===== src/rtl/gray_pkg.sv =====
// Shared types and Gray/binary conversion helpers for the Gray-code counter link.
package gray_pkg;

  // Widest count the helpers handle; narrower words are zero-extended into it.
  localparam int GMAX = 64;

  typedef enum logic {
    SEARCH = 1'b0,
    LOCKED = 1'b1
  } state_t;

  // Prefix XOR from the MSB down. Zero-extended upper bits leave the low bits unchanged.
  function automatic logic [GMAX-1:0] gray2bin(input logic [GMAX-1:0] g);
    logic [GMAX-1:0] b;
    b[GMAX-1] = g[GMAX-1];
    for (int i = GMAX - 2; i >= 0; i--) begin
      b[i] = b[i+1] ^ g[i];
    end
    return b;
  endfunction

  // Standard reflected-binary encoding, kept here for a future transmitter.
  function automatic logic [GMAX-1:0] bin2gray(input logic [GMAX-1:0] b);
    return b ^ (b >> 1);
  endfunction

endpackage


===== src/rtl/gray_rx_if.sv =====
// Stream-side signal bundle of the Gray-code receiver.
interface gray_rx_if #(
  parameter int CBITS = 18,
  parameter int ECW   = 8
);
  logic [CBITS-1:0] gray_in;
  logic             valid_in;
  logic [CBITS-1:0] bin_out;
  logic             bin_valid;
  logic             sig;
  logic             locked;
  logic             err;
  logic [ECW-1:0]   err_cnt;

  modport master (
    output gray_in, valid_in,
    input  bin_out, bin_valid, sig, locked, err, err_cnt
  );

  modport slave (
    input  gray_in, valid_in,
    output bin_out, bin_valid, sig, locked, err, err_cnt
  );
endinterface


===== src/rtl/gray_to_bin.sv =====
// Combinational Gray-to-binary converter of CBITS width (CBITS must not exceed GMAX).
module gray_to_bin
  import gray_pkg::*;
#(
  parameter int CBITS = 18
) (
  input  logic [CBITS-1:0] gray,
  output logic [CBITS-1:0] bin
);

  assign bin = CBITS'(gray2bin(GMAX'(gray)));

endmodule


===== src/rtl/gray_rx.sv =====
// Two-stage Gray-code receiver: capture, decode, and +1 sequence lock/loss tracking.
module gray_rx
  import gray_pkg::*;
#(
  parameter int CBITS    = 18,
  parameter int LOCK_CNT = 4,
  parameter int LOSS_CNT = 2,
  parameter int ECW      = 8
) (
  input logic       clk,
  input logic       rst,
  gray_rx_if.slave  bus
);

  localparam int RUNW  = $clog2(LOCK_CNT + 1);
  localparam int MISSW = $clog2(LOSS_CNT + 1);
  localparam logic [RUNW-1:0]  RUN_LAST  = RUNW'(LOCK_CNT - 1);
  localparam logic [MISSW-1:0] MISS_LAST = MISSW'(LOSS_CNT - 1);

  // Stage 1
  logic [CBITS-1:0] gray_q, gray_d;
  logic             v_q, v_d;

  // Stage 2 outputs
  logic [CBITS-1:0] bin_out_q, bin_out_d;
  logic             bin_valid_q, bin_valid_d;
  logic             sig_q, sig_d;
  logic             locked_q, locked_d;
  logic             err_q, err_d;
  logic [ECW-1:0]   err_cnt_q, err_cnt_d;

  // Sequence tracking
  logic [CBITS-1:0] last_q, last_d;
  logic             have_last_q, have_last_d;
  logic [RUNW-1:0]  run_q, run_d;
  logic [MISSW-1:0] miss_q, miss_d;
  state_t           state_q, state_d;

  logic [CBITS-1:0] bin_w;
  logic [CBITS-1:0] exp_next;
  logic             good;

  gray_to_bin #(.CBITS(CBITS)) u_g2b (
    .gray (gray_q),
    .bin  (bin_w)
  );

  // Next-state logic for both pipeline stages, the lock FSM and its counters.
  always_comb begin
    gray_d      = gray_q;
    v_d         = bus.valid_in;
    bin_out_d   = bin_out_q;
    bin_valid_d = v_q;
    sig_d       = v_q && (bin_w == '0);
    locked_d    = locked_q;
    err_d       = 1'b0;
    err_cnt_d   = err_cnt_q;
    last_d      = last_q;
    have_last_d = have_last_q;
    run_d       = run_q;
    miss_d      = miss_q;
    state_d     = state_q;

    // Increment wraps modulo 2^CBITS, so all-ones followed by zero counts as good.
    exp_next = last_q + CBITS'(1);
    good     = have_last_q && (bin_w == exp_next);

    if (bus.valid_in) begin
      gray_d = bus.gray_in;
    end

    if (v_q) begin
      bin_out_d   = bin_w;
      last_d      = bin_w;
      have_last_d = 1'b1;
      case (state_q)
        SEARCH: begin
          if (have_last_q) begin
            if (good) begin
              run_d = run_q + RUNW'(1);
              if (run_q == RUN_LAST) begin
                state_d  = LOCKED;
                locked_d = 1'b1;
                miss_d   = '0;
              end
            end else begin
              run_d = '0;
            end
          end
        end
        LOCKED: begin
          if (good) begin
            miss_d = '0;
          end else begin
            err_d = 1'b1;
            if (err_cnt_q != '1) begin
              err_cnt_d = err_cnt_q + ECW'(1);
            end
            if (miss_q == MISS_LAST) begin
              state_d  = SEARCH;
              locked_d = 1'b0;
              run_d    = '0;
              miss_d   = '0;
            end else begin
              miss_d = miss_q + MISSW'(1);
            end
          end
        end
        default: state_d = SEARCH;
      endcase
    end
  end

  // State registers; reset discards any words still in flight.
  always_ff @(posedge clk) begin
    if (rst) begin
      gray_q      <= '0;
      v_q         <= 1'b0;
      bin_out_q   <= '0;
      bin_valid_q <= 1'b0;
      sig_q       <= 1'b0;
      locked_q    <= 1'b0;
      err_q       <= 1'b0;
      err_cnt_q   <= '0;
      last_q      <= '0;
      have_last_q <= 1'b0;
      run_q       <= '0;
      miss_q      <= '0;
      state_q     <= SEARCH;
    end else begin
      gray_q      <= gray_d;
      v_q         <= v_d;
      bin_out_q   <= bin_out_d;
      bin_valid_q <= bin_valid_d;
      sig_q       <= sig_d;
      locked_q    <= locked_d;
      err_q       <= err_d;
      err_cnt_q   <= err_cnt_d;
      last_q      <= last_d;
      have_last_q <= have_last_d;
      run_q       <= run_d;
      miss_q      <= miss_d;
      state_q     <= state_d;
    end
  end

  assign bus.bin_out   = bin_out_q;
  assign bus.bin_valid = bin_valid_q;
  assign bus.sig       = sig_q;
  assign bus.locked    = locked_q;
  assign bus.err       = err_q;
  assign bus.err_cnt   = err_cnt_q;

endmodule


===== src/flat_wrapper.sv =====
// flat-port wrapper written by rule: the top's interface ports become plain ports
module gray_rx_flat import gray_pkg::*;
#(
  parameter int CBITS    = 18,
  parameter int LOCK_CNT = 4,
  parameter int LOSS_CNT = 2,
  parameter int ECW      = 8
)
  (clk, rst, bus_gray_in, bus_valid_in, bus_bin_out, bus_bin_valid, bus_sig, bus_locked, bus_err, bus_err_cnt);
  gray_rx_if #(.CBITS(CBITS), .ECW(ECW)) bus_i ();
  input logic clk;
  input logic rst;
  input wire logic [$bits(bus_i.gray_in)-1:0] bus_gray_in;
  input wire logic [$bits(bus_i.valid_in)-1:0] bus_valid_in;
  output wire logic [$bits(bus_i.bin_out)-1:0] bus_bin_out;
  output wire logic [$bits(bus_i.bin_valid)-1:0] bus_bin_valid;
  output wire logic [$bits(bus_i.sig)-1:0] bus_sig;
  output wire logic [$bits(bus_i.locked)-1:0] bus_locked;
  output wire logic [$bits(bus_i.err)-1:0] bus_err;
  output wire logic [$bits(bus_i.err_cnt)-1:0] bus_err_cnt;
  assign bus_i.gray_in = bus_gray_in;
  assign bus_i.valid_in = bus_valid_in;
  assign bus_bin_out = bus_i.bin_out;
  assign bus_bin_valid = bus_i.bin_valid;
  assign bus_sig = bus_i.sig;
  assign bus_locked = bus_i.locked;
  assign bus_err = bus_i.err;
  assign bus_err_cnt = bus_i.err_cnt;
  gray_rx #(.CBITS(CBITS), .LOCK_CNT(LOCK_CNT), .LOSS_CNT(LOSS_CNT), .ECW(ECW)) u_core (.clk(clk), .rst(rst), .bus(bus_i));
endmodule

===== config.mk =====
export PLATFORM = sky130hd
export DESIGN_NAME = gray_rx_flat
export DESIGN_NICKNAME = d
export VERILOG_FILES = /design/src/rtl/gray_pkg.sv /design/src/rtl/gray_rx_if.sv /design/src/rtl/gray_to_bin.sv /design/src/rtl/gray_rx.sv /design/src/flat_wrapper.sv
export SDC_FILE = /design/constraint.sdc
export NUM_CORES = 1
export LEC_CHECK = 0
export CAP_MARGIN = 20
export CORE_ASPECT_RATIO = 0.6
export CORE_MARGIN = 2
export CORE_UTILIZATION = 50
export CTS_CLUSTER_SIZE = 40
export DETAILED_ROUTE_END_ITERATION = 8
export GPL_ROUTABILITY_DRIVEN = 0
export GPL_TIMING_DRIVEN = 0
export PLACE_DENSITY = 0.83
export SYNTH_ARGS = -nofsm -noshare
export SYNTH_HDL_FRONTEND = slang
export SYNTH_SLANG_ARGS = --single-unit

===== constraint.sdc =====
create_clock -name clk -period 10.8 [get_ports clk]
set_clock_uncertainty 0.2 [all_clocks]
set_input_delay 1.08 -clock clk [delete_from_list [all_inputs] [get_ports clk]]
set_output_delay 1.08 -clock clk [all_outputs]
set_load 0.02 [all_outputs]

## Word-level counts from Yosys, hierarchy flattened

Index checks and enable logic that the tools add are counted.

| word-level totals | value |
|---|---|
| bits of input ports | 21 |
| logic and storage cells | 77 |
| output and inout port bits | 30 |
| memories kept | 0 |
| bits in writable memories | 0 |
| latch bits | 0 |
| memory bits (read-only) | 0 |
| flip-flop bits (word level) | 56 |

| operators by class | value |
|---|---|
| $add $sub $neg | 4 |
| multiply operators | 0 |
| shift operators | 0 |
| eq/ne operators | 9 |
| $lt $le $gt $ge | 0 |
| mux-type cells | 24 |
| bitwise gates (word level) | 20 |
| reductions and logical operators | 8 |
| div/mod/pow operators | 0 |

Operators with widths:

| operator | number |
|---|---|
| adder 18 x 1 -> 18 bit (second input constant) | 1 |
| == test 18 bit | 1 |
| logical NOT 18 bit | 1 |
| XOR 1 bit | 17 |
| 2-to-1 mux 3 bit | 4 |
| AND reduction 4 bit | 3 |
| 2-to-1 mux 1 bit | 11 |
| 2-to-1 mux 2 bit | 5 |
| adder 8 x 1 -> 8 bit (second input constant) | 1 |
| != test 8 bit (second input constant) | 1 |
| != test 2 x 1 -> 1 bit (second input constant) | 3 |
| case mux 3 bit (2 select lines) | 1 |
| AND reduction 6 bit | 1 |
| != test 2 bit (second input constant) | 2 |
| case mux 1 bit (2 select lines) | 2 |
| case mux 2 bit (2 select lines) | 1 |
| adder 3 x 1 -> 3 bit (second input constant) | 1 |
| == test 3 x 2 -> 1 bit (second input constant) | 1 |
| inverter 1 bit | 3 |
| OR reduction 3 bit | 1 |
| adder 2 x 1 -> 2 bit (second input constant) | 1 |
| == test 2 x 1 -> 1 bit (second input constant) | 1 |
| logical AND 1 bit | 2 |

## Logic depth before layout (Yosys ltp)

Gate-level depths: netlist (run 1).

| depth | value |
|---|---|
| depth in word-level cells | 22 |
| depth in mapped cells | 28 |
| mapped depth without buffers | 26 |

## By module

A second synthesis (run 1) with hierarchy kept.

| second synthesis, totals | value |
|---|---|
| cells, all modules | 356 |
| area total of the unflattened synthesis | 3,243.1 µm² |

Modules (own cells, without submodules):

| module | area an instance (µm²) | seq. area each (µm²) | times used | cells each |
|---|---|---|---|---|
| gray_rx | 2,912.8 | 1,121.1 | 1 | 323 |
| gray_to_bin | 330.3 | 0.0 | 1 | 33 |

## Worst setup path after synthesis (run 1)

OpenSTA, ideal clock, no wires.

| timing path | value |
|---|---|
| path kind | flip-flop to flip-flop |
| start | reg u_core.gray_q[17] |
| end | reg u_core.err_cnt_q[6], in the netlist u_core.bus.err_cnt[6] |
| arrival time | 6.952 ns |
| library setup time | 0.119 ns |
| required time | 10.481 ns |
| slack | 3.529 ns |
| path buffers | 2 |
| cell stages (with the launch flop) | 29 |
| clock period less this slack | 7.271 ns |
| path through | dfxtp_1 -> inv_1 -> ha_1 -> xnor2_1 -> ha_1 -> xnor2_1 -> ha_1 -> xnor2_1 -> ha_1 -> xnor2_1 -> ha_1 -> xnor2_1 -> ha_1 -> xnor2_1 -> ha_1 -> clkbuf_1 -> xor2_1 -> inv_1 -> ha_1 -> xnor2_1 -> ha_1 -> xor2_1 -> nand2_1 -> a2111oi_4 -> o21ai_2 -> nor4b_4 -> buf_6 -> nor3_1 -> o221a_2 |

| on the way | value |
|---|---|
| word-level cells in the longest chain between the ends | 21 |

Ends and longest elaborated chain:

| element | RTL line | source |
|---|---|---|
| start, declared | gray_rx.sv:21 | `logic [CBITS-1:0] gray_q, gray_d;` |
| start signal, assigned | gray_rx.sv:131 | `gray_q <= gray_d;` |
| XOR 1 bit | gray_pkg.sv:17 | `b[i] = b[i+1] ^ g[i];` |
| net u_core.bin_w[16] | gray_rx.sv:39 | `logic [CBITS-1:0] bin_w;` |
| XOR 1 bit (2 in series) | gray_pkg.sv:17 |  |
| net u_core.bin_w[14] | gray_rx.sv:39 |  |
| XOR 1 bit (2 in series) | gray_pkg.sv:17 |  |
| net u_core.bin_w[12] | gray_rx.sv:39 |  |
| XOR 1 bit (2 in series) | gray_pkg.sv:17 |  |
| net u_core.bin_w[10] | gray_rx.sv:39 |  |
| [2 not listed] | - |  |
| net u_core.bin_w[8] | gray_rx.sv:39 |  |
| [2 not listed] | - |  |
| net u_core.bin_w[6] | gray_rx.sv:39 |  |
| [2 not listed] | - |  |
| net u_core.bin_w[4] | gray_rx.sv:39 |  |
| XOR 1 bit (2 in series) | gray_pkg.sv:17 |  |
| net u_core.bin_w[2] | gray_rx.sv:39 |  |
| XOR 1 bit (2 in series) | gray_pkg.sv:17 |  |
| net u_core.bin_w[0] | gray_rx.sv:39 |  |
| == test 18 bit | gray_rx.sv:66 | `good = have_last_q && (bin_w == exp_next);` |
| logical AND 1 bit | gray_rx.sv:66 |  |
| inverter 1 bit (no line) | - |  |
| AND reduction 4 bit (no line) | - |  |
| end signal, assigned | gray_rx.sv:138 | `err_cnt_q <= err_cnt_d;` |
| end, declared | gray_rx.sv:30 | `logic [ECW-1:0] err_cnt_q, err_cnt_d;` |

The timed path passes the listed nets, and every way through them passes these cells.
A chain may end at the register's enable or synchronous reset.

## Worst setup path after layout (run 1)

| timing path | value |
|---|---|
| start | reg u_core.gray_q[17] |
| end | reg u_core.run_q[0] |

| on the way | value |
|---|---|
| word-level cells in the longest chain between the ends | 22 |
| elaborated cells between the ends (all ways) | 24 |
| classes of those cells | eq/ne: 2; mux: 3; bitwise: 17; reduce/logical: 2 |

Ends and longest elaborated chain:

| element | RTL line | source |
|---|---|---|
| XOR 1 bit (*) | gray_pkg.sv:17 |  |
| net u_core.bin_w[16] | gray_rx.sv:39 |  |
| XOR 1 bit (*) (2 in series) | gray_pkg.sv:17 |  |
| net u_core.bin_w[14] | gray_rx.sv:39 |  |
| XOR 1 bit (*) (2 in series) | gray_pkg.sv:17 |  |
| net u_core.bin_w[12] | gray_rx.sv:39 |  |
| XOR 1 bit (*) (2 in series) | gray_pkg.sv:17 |  |
| net u_core.bin_w[10] | gray_rx.sv:39 |  |
| [2 not listed] | - |  |
| net u_core.bin_w[8] | gray_rx.sv:39 |  |
| [2 not listed] | - |  |
| net u_core.bin_w[6] | gray_rx.sv:39 |  |
| [2 not listed] | - |  |
| net u_core.bin_w[4] | gray_rx.sv:39 |  |
| [2 not listed] | - |  |
| net u_core.bin_w[2] | gray_rx.sv:39 |  |
| XOR 1 bit (*) (2 in series) | gray_pkg.sv:17 |  |
| net u_core.bin_w[0] | gray_rx.sv:39 |  |
| == test 18 bit (*) | gray_rx.sv:66 |  |
| logical AND 1 bit (*) | gray_rx.sv:66 |  |
| 2-to-1 mux 3 bit | gray_rx.sv:79 | `if (good) begin` |
| 2-to-1 mux 3 bit | gray_rx.sv:78 | `if (have_last_q) begin` |
| case mux 3 bit (2 select lines) | gray_rx.sv:76 | `case (state_q)` |
| end signal, assigned | gray_rx.sv:141 | `run_q <= run_d;` |
| end, declared | gray_rx.sv:35 | `logic [RUNW-1:0] run_q, run_d;` |

The timed path passes the listed nets; every way through them passes the cells marked *. The select of a mux whose other input is x is not followed.

==> impl_metrics.ini, run 1 <==
[run_status]
status = complete, no violations

[synthesis]
synth.avg_cell_area_sq_um = 8.78
yosys.cell_types.count = 51
async_flop_share_pct = 0
yosysTopAreaCell = dfxtp_1
ys_seq_area_share_pct = 37.2
syn-num-nets = 377
synth_edf_count = 0
synth_top_area_share_pct = 37.2
synth-seq-cells = 56
netlist_area_sq_um = 3010
synth_area_leaders = dfxtp_1 (37%), mux2i_1 (10%), nor2_1 (6.7%)
yosysWarnings = 0
synth-main-ff-cell = dfxtp_1
synth_cells = 343

[hold_path]
hold_depth = 1
hold_path_class = reg2reg

[power_and_ir_drop]
ir_drop_mv = 0.0833
p_leak_nw = 1.44
cellPowerDensity_nw_per_um2 = 162

[cells_and_area]
area_delta_synth_final_pct = 22.9
fin_util_pct = 64.9
finalNetCount = 433
num_antenna_cells = 0
fin_area_sq_um = 3700
seq_area_sq_um = 1120
drive_above_1_share_pct = 5.03
multi_input_area_sq_um = 1750
fill_cells = 472

[grt]
antenna_found_initial = 0
grt_pass1_wl_mm = 11.9
grtUsageTotal_pct = 22.4
gr-total-overflow = 0
grt_max_degree = 16
grt_pass1_vias = 2525

[clock_network]
ctsResizeCount = 0
cts_tree = yes
cts-htree-levels = 2
insertion_delay_ns = 0.31
cts_root_buf = clkbuf_8
cts_setup_buffers = 0
clk_pin_slew_ns = 0.10
cts_buffer_depth = 2
cts.sinks = 56
hold_buffers = 0
numCtsBuffers = 5

[drt]
drtIter0Drc = 141
met2WireLength_mm = 3.23
route.detailed.wl_per_inst_um = 14.9
routed_wl_mm = 7.12
route.layer.met1.wl_mm = 3.52
routed.top_layer = met4
firstDrtPassIters = 4
ant_nets = 0
drc = 0
num_vias = 2600
via_per_inst = 5.44
wl_met3_um = 345

[placement]
numPortBuffers = 49
hpwlAfterDp_mm = 5.31
place_area_sq_um = 3600

[die]
coreArea_sq_um = 5700
rows = 21
fp.dieH_um = 64.1
io_pins = 51
die_w_um = 104
initial_core_util_pct = 52.8
design.die.area_sq_um = 6680

[worst_setup_path]
path_max_fanout = 10
critPathArrivalTime_ns = 8.42
cp_data_required_time_ns = 10.80
path_class = reg2reg
critPathSlowestCell = nor4b_4
reg2reg_depth = 28
crit_path_start_kind = flip-flop
critPathMostFrequentCell = ha_1
critPathMaxStageDelay_ns = 0.55
crit_path_end_kind = flip-flop

[sta]
timing_worst_slew_pin_value_ns = 0.819
finalSetupTns_ns = 0
finalCritPeriodShare_pct = 77.9
rsz0062_at_grt = false
min_period_ns = 8.41
fmax_mhz = 119
finalSetupViolations = 0
hold_viol = 0
slew_viol_final = 0
max-slew-margin-rel_pct = 45.4

[run]
maxCapViolCount = 0
routing by layer:
| layer | vias up | global-route usage (%) |
|---|---|---|
| li1 | 1314 | - |
| met1 | 1219 | 31.2 |
| met3 | 5 | 4.90 |
| met5 | - | 0 |
| met4 | 0 | 4.39 |
| met2 | 62 | 36.1 |
worst max-delay path: cells and delay by family (launching register included):
kind	cells	cell delay, ns
buf+inv	4	0.60
fa+ha+maj	9	3.04
xor+xnor	9	2.65
simple gates	3	0.71
flops	1	0.40
compound gates	3	0.69
cell usage in the layout, fill, tap and decap left out, drive strengths merged, types with 2 or more instances in the layout:
cell           count
dfxtp             56
nor2              54
clkdlybuf4s50     49
mux2i             30
xnor2             18
inv               17
nand2             17
clkbuf            14
ha                13
nor3              12
o21ai             12
xor2              11
a21oi             11
nand3              8
a211oi             8
nand4              8
buf                8
and3               7
or3                5
nor3b              4
nor2b              3
a22oi              2
or2                2
a21o               2
o22ai              2
and2               2
or4                2
and4               2
a2111oi            2
worst paths after layout:
path,to,slack [ns],from
setup / recovery,u_core.run_q[0]$_SDFFE_PP0P_,2.39,u_core.gray_q[17]$_SDFFE_PP0P_
hold / removal,u_core.miss_q[1]$_SDFFE_PP0P_,0.27,u_core.miss_q[1]$_SDFFE_PP0P_
setup reg to reg,u_core.run_q[0]$_SDFFE_PP0P_,2.39,u_core.gray_q[17]$_SDFFE_PP0P_
hold reg to reg,u_core.miss_q[1]$_SDFFE_PP0P_,0.27,u_core.miss_q[1]$_SDFFE_PP0P_
where the power goes:
| group | internal [mW] | switching [mW] | leakage [nW] |
|---|---|---|---|
| Clock | 0.0667 | 0.0653 | 0.0501 |
| Sequential | 0.220 | 0.0176 | 0.458 |
| Combinational | 0.103 | 0.125 | 0.932 |
| Total | 0.390 | 0.208 | 1.44 |
cell usage after synthesis (5+ instances only):
| cell | n |
|---|---|
| xnor2_1 | 18 |
| buf_1 | 6 |
| nor2_1 | 54 |
| and3_1 | 7 |
| mux2i_1 | 30 |
| a21oi_1 | 11 |
| clkbuf_1 | 9 |
| nor3_1 | 12 |
| dfxtp_1 | 56 |
| or3_1 | 5 |
| nand3_1 | 8 |
| o21ai_0 | 10 |
| nand4_1 | 7 |
| inv_1 | 17 |
| a211oi_1 | 8 |
| ha_1 | 13 |
| nand2_1 | 17 |
| xor2_1 | 11 |
state kept, by name, summed over array words and instances, names as in the netlist:
signal,flops
u_core.bus.sig,1
u_core.state_q,1
u_core.bus.locked,1
u_core.bus.bin_out,18
u_core.bus.err,1
u_core.have_last_q,1
u_core.bin_valid_d,1
u_core.miss_q,2
u_core.bus.err_cnt,8
u_core.gray_q,18
u_core.bus.bin_valid,1
u_core.run_q,3
cell type report:
type	instances	share of cell area, %
Multi-Input combinational cell	253	47.4
Sequential cell	56	30.3
Inverter	17	1.72
Clock buffer	5	1.86
Timing Repair Buffer	49	13.3
Clock inverter	1	0.812
Tap cell	80	2.71
Buffer	17	1.96
per-stage QoR:
stage                     instances  power [mW]  setup slack, ns  hold WS (ns)
final                           478       0.598             2.39         0.270
after global routing            478       0.633             1.85         0.295
after CTS                       478       0.598             2.40         0.268
after detailed placement        472       0.467             2.45         0.254
after global placement          472       0.461             2.62         0.244
after floorplan                 343       0.405             3.53         0.237
cells by family after synthesis:
kind of cell	after synthesis	share of synthesized area, %
fa+ha+maj	13	5.40
xor+xnor	29	8.44
flops	56	37.2
buf+inv	34	4.53
mux	30	9.98
simple gates	131	22.2
compound gates	50	12.2
Power figures use the tool's default switching activity.
==> inputs of run 2 (changes only) <==
--- a/config.mk
+++ b/config.mk
@@ -8,7 +8,7 @@
 export CAP_MARGIN = 20
 export CORE_ASPECT_RATIO = 0.6
 export CORE_MARGIN = 2
-export CORE_UTILIZATION = 50
+export CORE_UTILIZATION = 48
 export CTS_CLUSTER_SIZE = 40
 export DETAILED_ROUTE_END_ITERATION = 8
 export GPL_ROUTABILITY_DRIVEN = 0
==> constraint.sdc (replaced) <==
create_clock -name clk -period 7.6 [get_ports clk]
set_clock_uncertainty 0.2 [all_clocks]
set_input_delay 0.76 -clock clk [delete_from_list [all_inputs] [get_ports clk]]
set_output_delay 0.76 -clock clk [all_outputs]
set_load 0.02 [all_outputs]
==> run 2 against run 1 <==
  * Fmax is 17% higher
  * Count of clock-buffer cells in the layout grew 2
  * Wire length is 0.22% lower
  * Die area increased by 4.0%
  * Non-clock buffer count up 7
  * Setup slack got worse by 2.0 ns
  * Power is 46% higher
  * Critical endpoint unchanged
  * Sequential power grew 42%
  * Design area grew 3.3%
  * Clock power grew 27%
  * Core utilization is 2.0 points lower
==> impl_metrics.ini, run 2 (synthesis gave the netlist of run 1 again) <==
[die]
die_w_um = 106
rows = 22
io_pins = 51
fp.dieH_um = 65.3
initial_core_util_pct = 49.5
design.die.area_sq_um = 6940
coreArea_sq_um = 6080

[cells_and_area]
fill_cells = 500
layout_common_cells = dfxtp_1 (56), nor2_1 (54), clkdlybuf4s50_1 (49)
area_delta_synth_final_pct = 27.0
finalNetCount = 440
num_antenna_cells = 0
final_common_cell = dfxtp_1
drive_above_1_share_pct = 9.58

[clock_network]
clk_pin_slew_ns = 0.10
cts.sinks = 56
cts_buffer_depth = 2
cts_tree = yes
hold_buffers = 0
cts_root_buf = clkbuf_8
insertion_delay_ns = 0.30
numCtsBuffers = 5
cts-htree-levels = 2

[worst_setup_path]
crit_path_start_kind = flip-flop
crit_path_end_kind = flip-flop
critPathSlowestCell = ha_2
critPathArrivalTime_ns = 7.21
cp_data_required_time_ns = 7.61
critPathMaxStageDelay_ns = 0.42
crit_family = adder cells
path_class = reg2reg
regToRegSetupSlack_ns = 0.40
path_max_fanout = 10
cp_num_buf_inv = 4

[run_status]
status = complete, no violations

[drt]
route.detailed.wl_per_inst_um = 14.5
drc = 0
firstDrtPassIters = 4
drtIter0Drc = 95
ant_nets = 0
num_vias = 2647
routed_wl_mm = 7.10
via_per_inst = 5.39

[grt]
grt_pass1_wl_mm = 12.0
grt_pass1_vias = 2530
gr-total-overflow = 0
grt_max_degree = 17
antenna_found_initial = 0
grtUsageTotal_pct = 21.6

[power_and_ir_drop]
intPower_uw = 565
ir_drop_mv = 0.130
seq_power_share_pct = 38.8
power_uw = 872
comb_power_share_pct = 42.0
cellPowerDensity_nw_per_um2 = 228
clkPwrFrac_pct = 19.2
p_leak_nw = 1.50
switching_share_pct = 35.2
switchingPower_uw = 307

[sta]
finalSetupTns_ns = 0
worst_slack_ns = 0.402
max-slew-margin-rel_pct = 46.6
min_period_ns = 7.20
hold_viol = 0
timing_worst_slew_pin_value_ns = 0.801
fmax_mhz = 139
finalSetupViolations = 0
finalCritPeriodShare_pct = 94.7
slew_viol_final = 0

[placement]
dp_worst_setup_slack_ns = -0.708
numPortBuffers = 49
hpwlAfterDp_mm = 5.23

[run]
maxCapViolCount = 0

[hold_path]
hold_path_class = reg2reg
[run 2: cell count changes in the layout (fill, tap and decap cells not counted), moves of 2 or more]
cell / before / now
buf_4: 0 / 8
xnor2_2: 0 / 7
ha_2: 0 / 2
ha_1: 13 / 11
xnor2_1: 18 / 11
[run 2: cell type report]
cell class	instances	area [sq um]	area share [%]
tap	84	105	2.75
clock inverter	1	7.51	0.196
buffer	16	71.3	1.87
clock buffer	7	86.3	2.26
timing repair buffer	57	551	14.4
multi-input combinational	253	1820	47.5
sequential	56	1120	29.3
inverter	17	63.8	1.67
[run 2: worst register-to-register path: cells and delay by family, from the launching register on]
family | cells | cell delay (ns)
fa+ha+maj | 9 | 3.21
xor+xnor | 9 | 1.70
compound gates | 3 | 0.66
buf+inv | 4 | 0.52
simple gates | 3 | 0.43
flops | 1 | 0.40
[run 2: per-layer routing]
| metal | up-vias | GRT usage, % | share of wire (%) |
|---|---|---|---|
| li1 | 1333 | - | - |
| met1 | 1247 | 28.4 | 47 |
| met2 | 57 | 37.3 | 48 |
| met3 | 10 | 4.27 | 4.5 |
| met4 | 0 | 4.28 | 1.1 |
| met5 | - | 0 | 0 |
[run 2: path summary, 6_finish.rpt]
path | startpoint | to | depth (start not counted)
setup / recovery | u_core.gray_q[17]$_SDFFE_PP0P_ | u_core.run_q[0]$_SDFFE_PP0P_ | 28
hold / removal | u_core.miss_q[1]$_SDFFE_PP0P_ | u_core.miss_q[1]$_SDFFE_PP0P_ | 1
setup reg to reg | u_core.gray_q[17]$_SDFFE_PP0P_ | u_core.run_q[0]$_SDFFE_PP0P_ | 28
hold reg to reg | u_core.miss_q[1]$_SDFFE_PP0P_ | u_core.miss_q[1]$_SDFFE_PP0P_ | 1
[run 2: what timing repair did]
item / CTS / global route
pin swaps: 1 / 6
gates resized for setup: 6 / 5
endpoints found under the setup margin: 16 / 16
setup buffers: 2 / 6
[run 2: through the flow]
stage               hold WS, ns  instance area, sq um  cells  utilization [%]
CTS                       0.269                  3760    485             61.7
floorplan                 0.237                  3010    343                -
finish                    0.273                  3820    491             62.9
global route              0.285                  3820    491             62.9
detailed placement        0.255                  3610    476             59.3
global placement          0.244                  3610    476             59.3
[run 2: power groups by stage]
stage	logic, mW	clock network, mW	registers (mW)
6_report	0.367	0.167	0.338
5_1_grt	0.403	0.187	0.342
3_5_place_dp	0.319	0	0.344
2_1_floorplan	0.223	0	0.353
4_1_cts	0.337	0.172	0.338
3_3_place_gp	0.310	0	0.343
==> inputs of run 3 (changes only) <==
--- a/config.mk
+++ b/config.mk
@@ -17,3 +17,4 @@
 export SYNTH_ARGS = -nofsm -noshare
 export SYNTH_HDL_FRONTEND = slang
 export SYNTH_SLANG_ARGS = --single-unit
+export TNS_END_PERCENT = 5
==> results of run 3 <==
Same layout as run 2: the final DEF is identical, and so are final timing and power.
